### src/rtl/fetch_stage.sv
// IF stage with IF/ID pipeline register for the pipelined RV32I core.
// Owns the fetch PC, next-PC select and the ID-side instruction/PC latch.
module fetch_stage #(
    parameter logic [31:0] RESET_PC  = 32'h0000_0000,
    parameter logic [31:0] NOP_INSTR = 32'h0000_0013
) (
    input  logic        clk,
    input  logic        reset,
    input  logic        StallF,
    input  logic        StallD,
    input  logic        FlushD,
    input  logic        PCSrcE,
    input  logic [31:0] PCTargetE,
    input  logic [31:0] InstrF,
    output logic [31:0] PCF,
    output logic [31:0] InstrD,
    output logic [31:0] PCD,
    output logic [31:0] PCPlus4D,
    output logic        ValidD,
    output logic        MisalignF
);

    logic [31:0] r_pc;
    logic        r_misalign;
    logic [31:0] r_instr_d;
    logic [31:0] r_pc_d;
    logic [31:0] r_pc_plus4_d;
    logic        r_valid_d;
    logic [31:0] w_pc_plus4;

    assign w_pc_plus4 = r_pc + 32'd4;

    // A redirect beats StallF so a resolved branch is never dropped.
    always_ff @(posedge clk) begin
        if (reset) begin
            r_pc       <= RESET_PC;
            r_misalign <= 1'b0;
        end else if (PCSrcE) begin
            r_pc       <= {PCTargetE[31:2], 2'b00};
            r_misalign <= |PCTargetE[1:0];
        end else if (!StallF) begin
            r_pc <= w_pc_plus4;
        end
    end

    // Flush inserts a bubble but leaves PCD/PCPlus4D untouched.
    always_ff @(posedge clk) begin
        if (reset) begin
            r_instr_d    <= NOP_INSTR;
            r_pc_d       <= 32'd0;
            r_pc_plus4_d <= 32'd0;
            r_valid_d    <= 1'b0;
        end else if (FlushD) begin
            r_instr_d <= NOP_INSTR;
            r_valid_d <= 1'b0;
        end else if (!StallD) begin
            r_instr_d    <= InstrF;
            r_pc_d       <= r_pc;
            r_pc_plus4_d <= w_pc_plus4;
            r_valid_d    <= 1'b1;
        end
    end

    assign PCF       = r_pc;
    assign MisalignF = r_misalign;
    assign InstrD    = r_instr_d;
    assign PCD       = r_pc_d;
    assign PCPlus4D  = r_pc_plus4_d;
    assign ValidD    = r_valid_d;

endmodule

### config.mk
export PLATFORM = sky130hd
export DESIGN_NAME = fetch_stage
export DESIGN_NICKNAME = d
export VERILOG_FILES = /design/src/rtl/fetch_stage.sv
export SDC_FILE = /design/constraint.sdc
export NUM_CORES = 1
export LEC_CHECK = 0
export BUFFER_PORTS_ARGS = -buffer_cell sky130_fd_sc_hd__buf_2
export CORE_ASPECT_RATIO = 1.1
export CORE_MARGIN = 4
export CORE_UTILIZATION = 45
export DETAILED_ROUTE_END_ITERATION = 10
export PLACE_DENSITY = 0.76
export SLEW_MARGIN = 20
export SYNTH_ARGS = -nofsm -noshare
export SYNTH_HDL_FRONTEND = slang
export SYNTH_SLANG_ARGS = --single-unit
### constraint.sdc
create_clock -name clk -period 1.9 [get_ports clk]
set_input_delay 0 -clock clk [delete_from_list [all_inputs] [get_ports clk]]
set_output_delay 0 -clock clk [all_outputs]
set_load 0.05 [all_outputs]
* After elaboration in Yosys (flattened, before gate mapping)
Index checks and enable logic that the tools add are counted.
Cells by class: $add $sub $neg 1, equality and inequality tests 1, multiplexer cells 2, bitwise operators 2, reductions and logical operators 4
Operators by type and width (count):
- 32-bit two-way mux | 2
- 32-bit by 3-bit adder with 32-bit output (second input constant) | 1
- 2-bit OR reduction | 3
- 2-bit by 1-bit inequality test with 1-bit output (second input constant) | 1
- 1-bit inverter | 2
- 2-bit AND reduction | 1
Storage, ports and cells: register bits after elaboration 130, input port bits 70, output and inout port bits 130, logic and storage cells 17

* Depth between registers and ports, before layout
Gate-level depths: netlist of run 1.
depth in word-level cells 3, gate-level depth with buffers 7, depth with buffers taken out 5

* Least setup slack after synthesis of run 1
OpenSTA, ideal clock, no wires.
path kind reg2reg, start point register r_pc[2] (netlist: PCF[2]), end point register r_pc_plus4_d[24] (netlist: PCPlus4D[24]), library setup time 0.091 ns, arrival 2.439 ns, data required time 1.809 ns, path slack -0.630 ns, stages on the path, launching flop included 7, buffers on the path 1, path through dfxtp_1 ha_1 nand4_4 or4_4 buf_6 or3_1 a311oi_1
On the way: cells in the longest elaborated chain, start to end 1
Ends and longest elaborated chain:
- from (decl) | line 23 | logic [31:0] r_pc;
- from (signal assigned) | line 39 | r_pc <= {PCTargetE[31:2], 2'b00};
- from (signal assigned) | line 42 | r_pc <= w_pc_plus4;
- 32-bit by 3-bit adder with 32-bit output | line 31 | assign w_pc_plus4 = r_pc + 32'd4;
- to (signal assigned) | line 59 | r_pc_plus4_d <= w_pc_plus4;
- to (decl) | line 27 | logic [31:0] r_pc_plus4_d;
No other way between the ends. A chain may end at the register's enable or synchronous reset.

* Worst setup path after layout of run 1
start point register r_pc[3] (netlist: PCF[3]), end point register r_pc_plus4_d[26] (netlist: PCPlus4D[26])
Same word-level chain as after synthesis.

==> impl_metrics.py, run 1 <==
metrics = {
    "status": {
        "outcome": "completed",
    },
    "floorplanning": {
        "initial_utilization_pct": 46.2,
        "ioPinCount": 200,
        "dieArea_sq_mm": 0.0143,
        "core_sq_mm": 0.0121,
        "die_height_microns": 125,
        "fp-row-count": 42,
        "die_w_microns": 114,
    },
    "finish": {
        "antenna_cells": 0,
        "area_growth_pct": 47.4,
        "design_area_sq_mm": 0.00823,
        "drive_above_1_share_pct": 33.6,
        "finalNetCount": 987,
        "fin_cells": 1083,
    },
    "clocking": {
        "htree_levels": 4,
        "cts.sinks": 124,
        "clk_latency_ps": 420,
        "clock-root-buffer": "clkbuf_16",
        "path_clk_slew_ps": 60,
        "cts_tree": "done",
        "cts_buffers": 17,
        "cts_buffer_depth": 2,
    },
    "grt": {
        "grt_usage_pct": 25.5,
        "grt_max_degree": 93,
        "gr-total-overflow": 0,
        "grt_pass1_vias": 5650,
        "grt_pass1_wl_microns": 29000,
        "antenna_found_initial": 0,
    },
    "power": {
        "power_leakage_nw": 3.51,
        "power_density_mw_per_mm2": 908,
        "total_power_w": 0.00747,
        "seq_power_share_pct": 38.3,
        "p_sw_w": 0.00223,
        "ir_drop_mv": 0.671,
        "comb_power_share_pct": 17.4,
        "clkPwrFrac_pct": 44.3,
        "p_sw_share_pct": 29.8,
        "p_int_w": 0.00525,
    },
    "placement": {
        "place_area_sq_mm": 0.00683,
        "place.gp.congestion": 0.908,
        "place_hpwl_microns": 12100,
        "pre_cts_ws_ps": -4.78,
        "io_buffers": 193,
        "placedCellCount": 974,
    },
    "setup_path": {
        "required_ps": 2230,
        "critical_path_class": "reg -> reg",
        "slowest_stage": "or4_2",
        "startpoint_type": "register",
        "critPathMaxStageDelay_ps": 650,
        "arrival_ps": 2220,
        "endpoint_kind": "register",
        "crit_chain": "ha_4 > nand4_4 > or4_2 > nand3b_1 > a311oi_1",
        "cp_max_fo": 7,
    },
    "drt": {
        "wl_per_cell_microns": 17.0,
        "vias": 5935,
        "via_per_inst": 5.48,
        "drt_iter0_markers": 433,
        "antenna_left": 0,
        "drc": 0,
        "finalWirelength_microns": 18400,
        "drt-pass1-iter-count": 5,
    },
    "synthesis": {
        "yosysUniqueCellTypes": 48,
        "ys.warnings.count": 0,
        "postSynth.asyncResetShare_pct": 0,
        "synth_top_area_share_pct": 44.5,
        "synth_seq_cells": 124,
        "synth-main-ff-cell": "dfxtp_1",
        "synthTopCellsByArea": "dfxtp_1 (44%), mux2i_1 (5.9%), nor2_1 (5.7%)",
        "yosysTopAreaCell": "dfxtp_1",
        "postSynthAreaPerCell_sq_um": 8.54,
        "ys_seq_area_share_pct": 44.5,
        "synthesis.area_sq_mm": 0.00558,
        "synth-edff-count": 0,
        "synth_cells": 654,
    },
    "timing": {
        "slew_violations": 0,
        "fin_crit_sh_pct": 99.3,
        "rsz0062_at_grt": "true",
        "finalHoldViolations": 0,
        "finalWorstSetupSlack_ps": 13.4,
        "fin_skew_ps": 6.18,
        "relSlewSlack_pct": 58.4,
        "layout_min_cycle_time_ps": 1890,
        "fmax_ghz": 0.530,
        "finalSetupViolCount": 0,
        "worst_slew_pin_slew_ps": 624,
    },
    "flow_run": {
        "maxCapViolations": 0,
    },
    "worst_hold_path": {
        "hold_class": "in -> reg",
    },
}
[worst paths after layout]
path,start,endpoint,cells after the start,slack (ps)
max,PCF[3],PCPlus4D[26],5,10
min,StallF,PCF[5],3,30
max reg2reg,PCF[3],PCPlus4D[26],5,10
min reg2reg,PCD[4],PCD[4],2,450
[metrics by stage]
stage / hold WS [ps] / setup TNS, ps / util (%)
3_5_place_dp: 218 / -4.78 / 56.5
2_1_floorplan: 115 / -604 / -
5_1_grt: 48.7 / -283 / 68.1
4_1_cts: 19.3 / 0 / 67.4
3_3_place_gp: 213 / 0 / 56.5
6_report: 30.2 / 0 / 68.1
[Yosys cell counts (2+ instances only)]
cell type,count
dfxtp_1,124
a21o_1,2
clkbuf_1,41
and3_1,4
buf_4,9
inv_1,15
o211ai_1,2
a21oi_1,39
a211oi_1,28
and4_1,8
nand2b_1,2
a221oi_1,5
o31ai_1,12
o31a_1,2
mux2i_1,33
nand2_1,82
or4_1,14
nor4_2,2
nor4_1,11
nor3_1,7
buf_1,4
o21ai_0,13
xor2_1,7
nor2_1,85
buf_6,2
xnor2_1,15
a31oi_1,2
a2111oi_0,3
nand4_4,2
buf_2,7
and2_1,2
nand3_1,11
nand4_1,11
nor2b_1,2
nand4b_1,3
or2_2,2
or3_1,10
a311oi_1,21
[worst max-delay path: cells and delay by family, from the launching register on]
family                   cells  cell delay (ps)
AND/OR/NAND/NOR              3              970
flip-flops                   1              390
AO/OA/AOI/OAI                1              250
adder cells (fa/ha/maj)      1              170
[layout make-up]
class | count | area [sq um]
Fill cell | 930 | 3850
Multi-Input combinational cell | 457 | 2850
Sequential cell | 124 | 2550
Timing Repair Buffer | 301 | 1970
Clock buffer | 21 | 482
Tap cell | 154 | 193
Clock inverter | 11 | 130
Inverter | 15 | 56.3
[power by group through the flow]
stage                     Sequential (W)  Combinational [W]  Clock, W
after global placement           0.00290            0.00116         0
after global routing             0.00288            0.00138   0.00347
after detailed placement         0.00291            0.00117         0
after floorplan                  0.00332           0.000434         0
after CTS                        0.00285            0.00128   0.00333
final                            0.00286            0.00130   0.00331
[kinds of logic (layout without fill, tap and decap cells)]
family / count (synthesis) / in the layout / share of synthesized area (%)
AND/OR/NAND/NOR: 263 / 264 / 23.5
XOR/XNOR: 22 / 22 / 3.45
multiplexers: 33 / 33 / 5.92
adder cells (fa/ha/maj): 1 / 1 / 0.224
other: 1 / 6 / 0.0672
buffers and inverters: 79 / 348 / 6.36
AO/OA/AOI/OAI: 131 / 131 / 16.0
flip-flops: 124 / 124 / 44.5
[layer usage]
metal / wire, microns / vias to the layer above / track usage [%]
met5: 0 / - / 0
met4: 614 / 0 / 11.3
met3: 1580 / 54 / 7.14
met2: 9190 / 274 / 42.7
met1: 7020 / 2741 / 30.2
li1: - / 2866 / -
[placed cells by master, fill, tap and decap left out, types with 18 or more instances in the layout]
| cell type | instances |
|---|---|
| a211oi_1 | 28 |
| a311oi_1 | 19 |
| dfxtp_1 | 99 |
| nor2_1 | 84 |
| clkbuf_16 | 18 |
| dlygate4sd3_1 | 70 |
| buf_4 | 35 |
| buf_2 | 194 |
| mux2i_1 | 33 |
| a21oi_1 | 39 |
| nand2_1 | 79 |
[registers in the layout (all words and copies together), names as in the netlist]
| name | cells |
|---|---|
| PCD | 30 |
| ValidD | 1 |
| PCPlus4D | 30 |
| MisalignF | 1 |
| InstrD | 32 |
| PCF | 30 |
[repair_timing]
action | 4_1_cts | 5_1_grt
resized for setup | 1 | 12
hold buffers | 70 | 0
setup buffers | 0 | 6
gates cloned | 0 | 1
setup endpoints to repair | 1 | 12
pin swaps | 0 | 3
endpoints found under the hold margin | 62 | 0
No activity file was read; power rests on OpenSTA's default activity.
==> run 2: changes to the inputs <==
- CORE_UTILIZATION: 45 -> 50
- PLACE_DENSITY: 0.76 -> 0.8
- clock period: 1.9 -> 1.75 ns (I/O delays scaled with it)
==> impl_metrics.py, run 2 (synthesis results as in run 1) <==
metrics = {
    "grt": {
        "grtUsageMet3_pct": 8.18,
        "grt_max_degree": 95,
        "grt_pass1_vias": 6388,
        "grt_usage_pct": 30.7,
        "grt_pass1_wl_microns": 31000,
        "gr-usage-met1_pct": 33.8,
        "busiest_layer": "met2",
        "use_met2_pct": 52.0,
        "antenna_found_initial": 0,
        "gr-total-overflow": 0,
    },
    "finish": {
        "design_area_sq_mm": 0.00864,
        "area_growth_pct": 54.7,
        "mostFrequentLayoutCell": "buf_2",
        "fill_cells": 740,
        "layout_common_cells": "buf_2 (193), dfxtp_1 (99), nor2_1 (84)",
        "finalNetCount": 1022,
        "drive_above_1_share_pct": 38.2,
        "largest_reg_flops": 32,
    },
    "placement": {
        "io_buffers": 193,
        "place_hpwl_microns": 13100,
        "place_area_sq_mm": 0.00708,
        "place.gp.congestion": 0.985,
    },
    "timing": {
        "layout_min_cycle_time_ps": 1870,
        "fmax_ghz": 0.535,
        "relSlewSlack_pct": 62.3,
        "finalSetupViolCount": 10,
        "finalWorstSetupSlack_ps": -118,
        "worst_slew_pin_slew_ps": 565,
        "fin_crit_sh_pct": 107,
        "slew_violations": 0,
        "rsz0062_at_grt": "true",
        "finalHoldViolations": 0,
        "fin_skew_ps": 13.3,
    },
    "floorplanning": {
        "ioPinCount": 200,
        "dieArea_sq_mm": 0.0129,
        "die_w_microns": 109,
        "core_sq_mm": 0.0109,
        "fp-row-count": 40,
        "initial_utilization_pct": 51.2,
        "die_height_microns": 119,
    },
    "power": {
        "ir_drop_mv": 0.727,
        "total_power_w": 0.00807,
        "power_leakage_nw": 3.75,
        "power_density_mw_per_mm2": 935,
    },
    "setup_path": {
        "startpoint_type": "register",
        "required_ps": 2070,
        "critical_path_class": "reg -> reg",
        "cp_max_fo": 10,
        "endpoint_kind": "register",
        "arrival_ps": 2190,
    },
    "drt": {
        "antenna_left": 0,
        "finalWirelength_microns": 20500,
        "drt-pass1-iter-count": 5,
        "vias": 6292,
        "drt_iter0_markers": 379,
        "via_per_inst": 5.66,
        "wl_per_cell_microns": 18.4,
        "drc": 0,
    },
    "clocking": {
        "cts_tree": "done",
        "clock-root-buffer": "clkbuf_16",
        "path_clk_slew_ps": 50,
        "htree_levels": 4,
        "cts_buffer_depth": 2,
        "clk_latency_ps": 420,
        "cts.sinks": 124,
        "cts_buffers": 17,
    },
    "worst_hold_path": {
        "hold_class": "in -> reg",
    },
    "flow_run": {
        "maxCapViolations": 0,
    },
    "status": {
        "outcome": "complete, but fails checks",
        "violations": "setup timing",
    },
}
==> run 2: changes by cell type in the layout (fill, tap and decap cells not counted), moves of 5 or more <==
| cell | previous run | this run |
|---|---|---|
| buf_4 | 35 | 70 |
| a311oi_2 | 2 | 7 |
| a311oi_1 | 19 | 14 |
| or4_4 | 4 | 10 |
| or4_1 | 11 | 5 |
==> run 2: worst max-delay path, stage by stage, from the launching register on <==
cell	delay, ps
dfxtp_4	370
ha_4	150
nand4_4	100
or4_4	510
or3_1	350
a311oi_1	280
==> run 2: report_power, final <==
group	internal, W	leakage [nW]	switching [W]
Combinational	0.000517	2.43	0.00104
Clock	0.00221	0.295	0.00123
Sequential	0.00296	1.03	0.000113
Total	0.00570	3.75	0.00238
==> run 2: cell type report <==
cell class                      count  area [sq um]  share of cell area (%)
Timing Repair Buffer              337          2260                    26.2
Multi-Input combinational cell    456          2990                    34.6
Clock buffer                       26           531                    6.14
Sequential cell                   124          2550                    29.6
Tap cell                          147           184                    2.13
Inverter                           15          56.3                   0.652
Clock inverter                      6          55.1                   0.637
Antenna cell                        1          2.50                  0.0290
==> run 2: stage by stage <==
step	setup TNS (ps)	setup WS (ps)	hold WS, ps	util (%)	std cells
floorplan	-3260	-242	115	-	659
global placement	-14.0	-14.0	213	64.9	998
detailed placement	-335	-73.1	221	64.9	998
CTS	-250	-38.2	1.86	77.3	1105
global route	-1380	-168	54.0	79.1	1111
finish	-563	-118	38.9	79.2	1112
==> run 2: worst paths after layout <==
kind                      start      endpoint  slack, ps  depth (start not counted)
setup / recovery         PCF[3]  PCPlus4D[20]       -120                          5
setup reg to reg         PCF[3]  PCPlus4D[20]       -120                          5
hold reg to reg         PCD[15]       PCD[15]        450                          2
hold / removal    PCTargetE[25]       PCF[25]         40                          4
==> run 2: layer usage <==
| layer | vias to the layer above | share of wire, % |
|---|---|---|
| met5 | - | 0 |
| met3 | 89 | 7.4 |
| met1 | 2948 | 36 |
| met2 | 325 | 51 |
| li1 | 2930 | - |
| met4 | 0 | 5.0 |
==> run 2: repair_timing <==
| item | CTS | global route |
|---|---|---|
| hold buffers | 70 | 0 |
| pin swaps | 4 | 7 |
| endpoints found under the setup margin | 17 | 31 |
| setup buffers | 5 | 6 |
| cloned | 0 | 0 |
| resized for setup | 7 | 32 |
| hold endpoints to repair | 65 | 0 |
==> run 3: changes to the inputs <==
- MAX_ROUTING_LAYER: unset -> met4
==> impl_metrics.py, run 3 (synthesis results as in run 1) <==
metrics = {
    "finish": {
        "fill_cells": 736,
        "mostFrequentLayoutCell": "buf_2",
        "final-seq-area_sq_mm": 0.00255,
        "finalNetCount": 1020,
        "multi_input_area_sq_mm": 0.00293,
        "largest_reg_flops": 32,
        "fin_cells": 1110,
        "drive_above_1_share_pct": 36.9,
        "fin_util_pct": 79.0,
        "design_area_sq_mm": 0.00862,
        "area_growth_pct": 54.3,
        "layout_common_cells": "buf_2 (193), dfxtp_1 (99), nor2_1 (84)",
    },
    "timing": {
        "layout_min_cycle_time_ps": 1870,
        "relSlewSlack_pct": 62.4,
        "slew_violations": 0,
        "fmax_ghz": 0.535,
        "finalSetupViolCount": 11,
        "fin_crit_sh_pct": 107,
        "rsz0062_at_grt": "true",
        "timing.hold.ws_ps": 30.2,
        "worst_slew_pin_slew_ps": 564,
        "fin_skew_ps": 6.63,
        "final.setup.tns_ps": -532,
        "finalHoldViolations": 0,
        "finalWorstSetupSlack_ps": -118,
    },
    "setup_path": {
        "rrSetupSlack_ps": -120,
        "required_ps": 2050,
        "arrival_ps": 2170,
        "startpoint_type": "register",
        "r2r_end": "PCF[24]",
        "r2r-start": "PCF[16]",
        "endpoint_kind": "register",
        "critical_path_class": "reg -> reg",
        "crit_chain": "nand4b_1 > or4_4 > or3_1 > a311oi_1",
        "slowest_stage": "or4_4",
        "rr_worst_depth": 4,
        "cp_max_fo": 7,
        "critPathMaxStageDelay_ps": 600,
    },
    "placement": {
        "place_area_sq_mm": 0.00708,
        "placedCellCount": 998,
        "io_buffers": 193,
        "place.gp.congestion": 1.01,
        "place_hpwl_microns": 12800,
    },
    "floorplanning": {
        "fp-row-count": 40,
        "initial_utilization_pct": 51.2,
        "dieArea_sq_mm": 0.0129,
        "die_w_microns": 109,
        "core_sq_mm": 0.0109,
        "ioPinCount": 200,
        "die_height_microns": 119,
    },
    "clocking": {
        "cts_buffers": 17,
        "htree_levels": 4,
        "cts.sinks": 124,
        "clock-root-buffer": "clkbuf_16",
        "cts_tree": "done",
        "cts_buffer_depth": 2,
        "clk_latency_ps": 410,
        "path_clk_slew_ps": 60,
    },
    "drt": {
        "wl_per_cell_microns": 18.3,
        "drc": 0,
        "antenna_left": 0,
        "vias": 6309,
        "via_per_inst": 5.68,
        "drt-pass1-iter-count": 5,
        "drt_iter0_markers": 536,
        "finalWirelength_microns": 20400,
    },
    "power": {
        "power_leakage_nw": 3.74,
        "ir_drop_mv": 0.903,
        "power_density_mw_per_mm2": 972,
    },
    "grt": {
        "gr-total-overflow": 0,
        "grt_max_degree": 95,
        "antenna_found_initial": 1,
        "grt_pass1_vias": 6284,
        "grt_usage_pct": 31.6,
        "grt_pass1_wl_microns": 31400,
    },
    "worst_hold_path": {
        "min_path_cells": 4,
        "hold_class": "in -> reg",
        "min_from": "PCTargetE[25]",
        "worstHoldEndpoint": "PCF[25]",
    },
    "status": {
        "outcome": "complete, but fails checks",
        "violations": "setup timing",
    },
    "flow_run": {
        "maxCapViolations": 0,
    },
}
-- run 3: how the worst max path moves through the flow --
stage                  from  slack [ps]      endpoint
detailed placement  PCF[16]        -160       PCF[24]
global route         PCF[3]        -210       PCF[24]
floorplan           PCF[14]        -240  PCPlus4D[28]
global placement     PCF[3]         -30       PCF[24]
CTS                  PCF[3]         -70       PCF[24]
finish              PCF[16]        -120       PCF[24]
-- run 3: layer usage --
| layer | GRT usage [%] | wire (microns) | share of wire (%) |
|---|---|---|---|
| met1 | 36.7 | 7670 | 38 |
| met2 | 50.8 | 9970 | 49 |
| met3 | 5.26 | 1440 | 7.1 |
| met4 | 18.7 | 1270 | 6.2 |
| met5 | - | 0 | 0 |
-- run 3: critical path, delay by kind of cell (launching register included) --
family           cells  cell delay [ps]
AND/OR/NAND/NOR      3             1090
flip-flops           1              380
AO/OA/AOI/OAI        1              290
-- run 3: layout make-up --
cell class                 count  area share [%]
multi-input combinational    456            33.9
clock buffer                  20            5.18
clock inverter                12            2.16
antenna                        1          0.0290
sequential                   124            29.6
inverter                      15           0.653
timing repair buffer         335            26.3
tap                          147            2.13
-- run 3: per-stage QoR --
step                worst slack [ps]  total power [W]
floorplan                       -242          0.00408
CTS                            -74.9          0.00836
global placement               -33.6          0.00446
detailed placement              -158          0.00449
global route                    -205          0.00863
finish                          -118          0.00838
-- run 3: where the power goes --
part           switching [W]  total (W)  internal [W]
clock                0.00132    0.00376       0.00244
sequential          0.000113    0.00308       0.00296
combinational        0.00103    0.00154      0.000512
-- run 3: repair_timing --
item                       4_1_cts  5_1_grt
buffers inserted                 5        3
cloned                           0        0
hold buffers                    71        0
hold endpoints to repair        65        0
setup endpoints to repair       21       32
pin swaps                        3        2
resized for setup                7       23
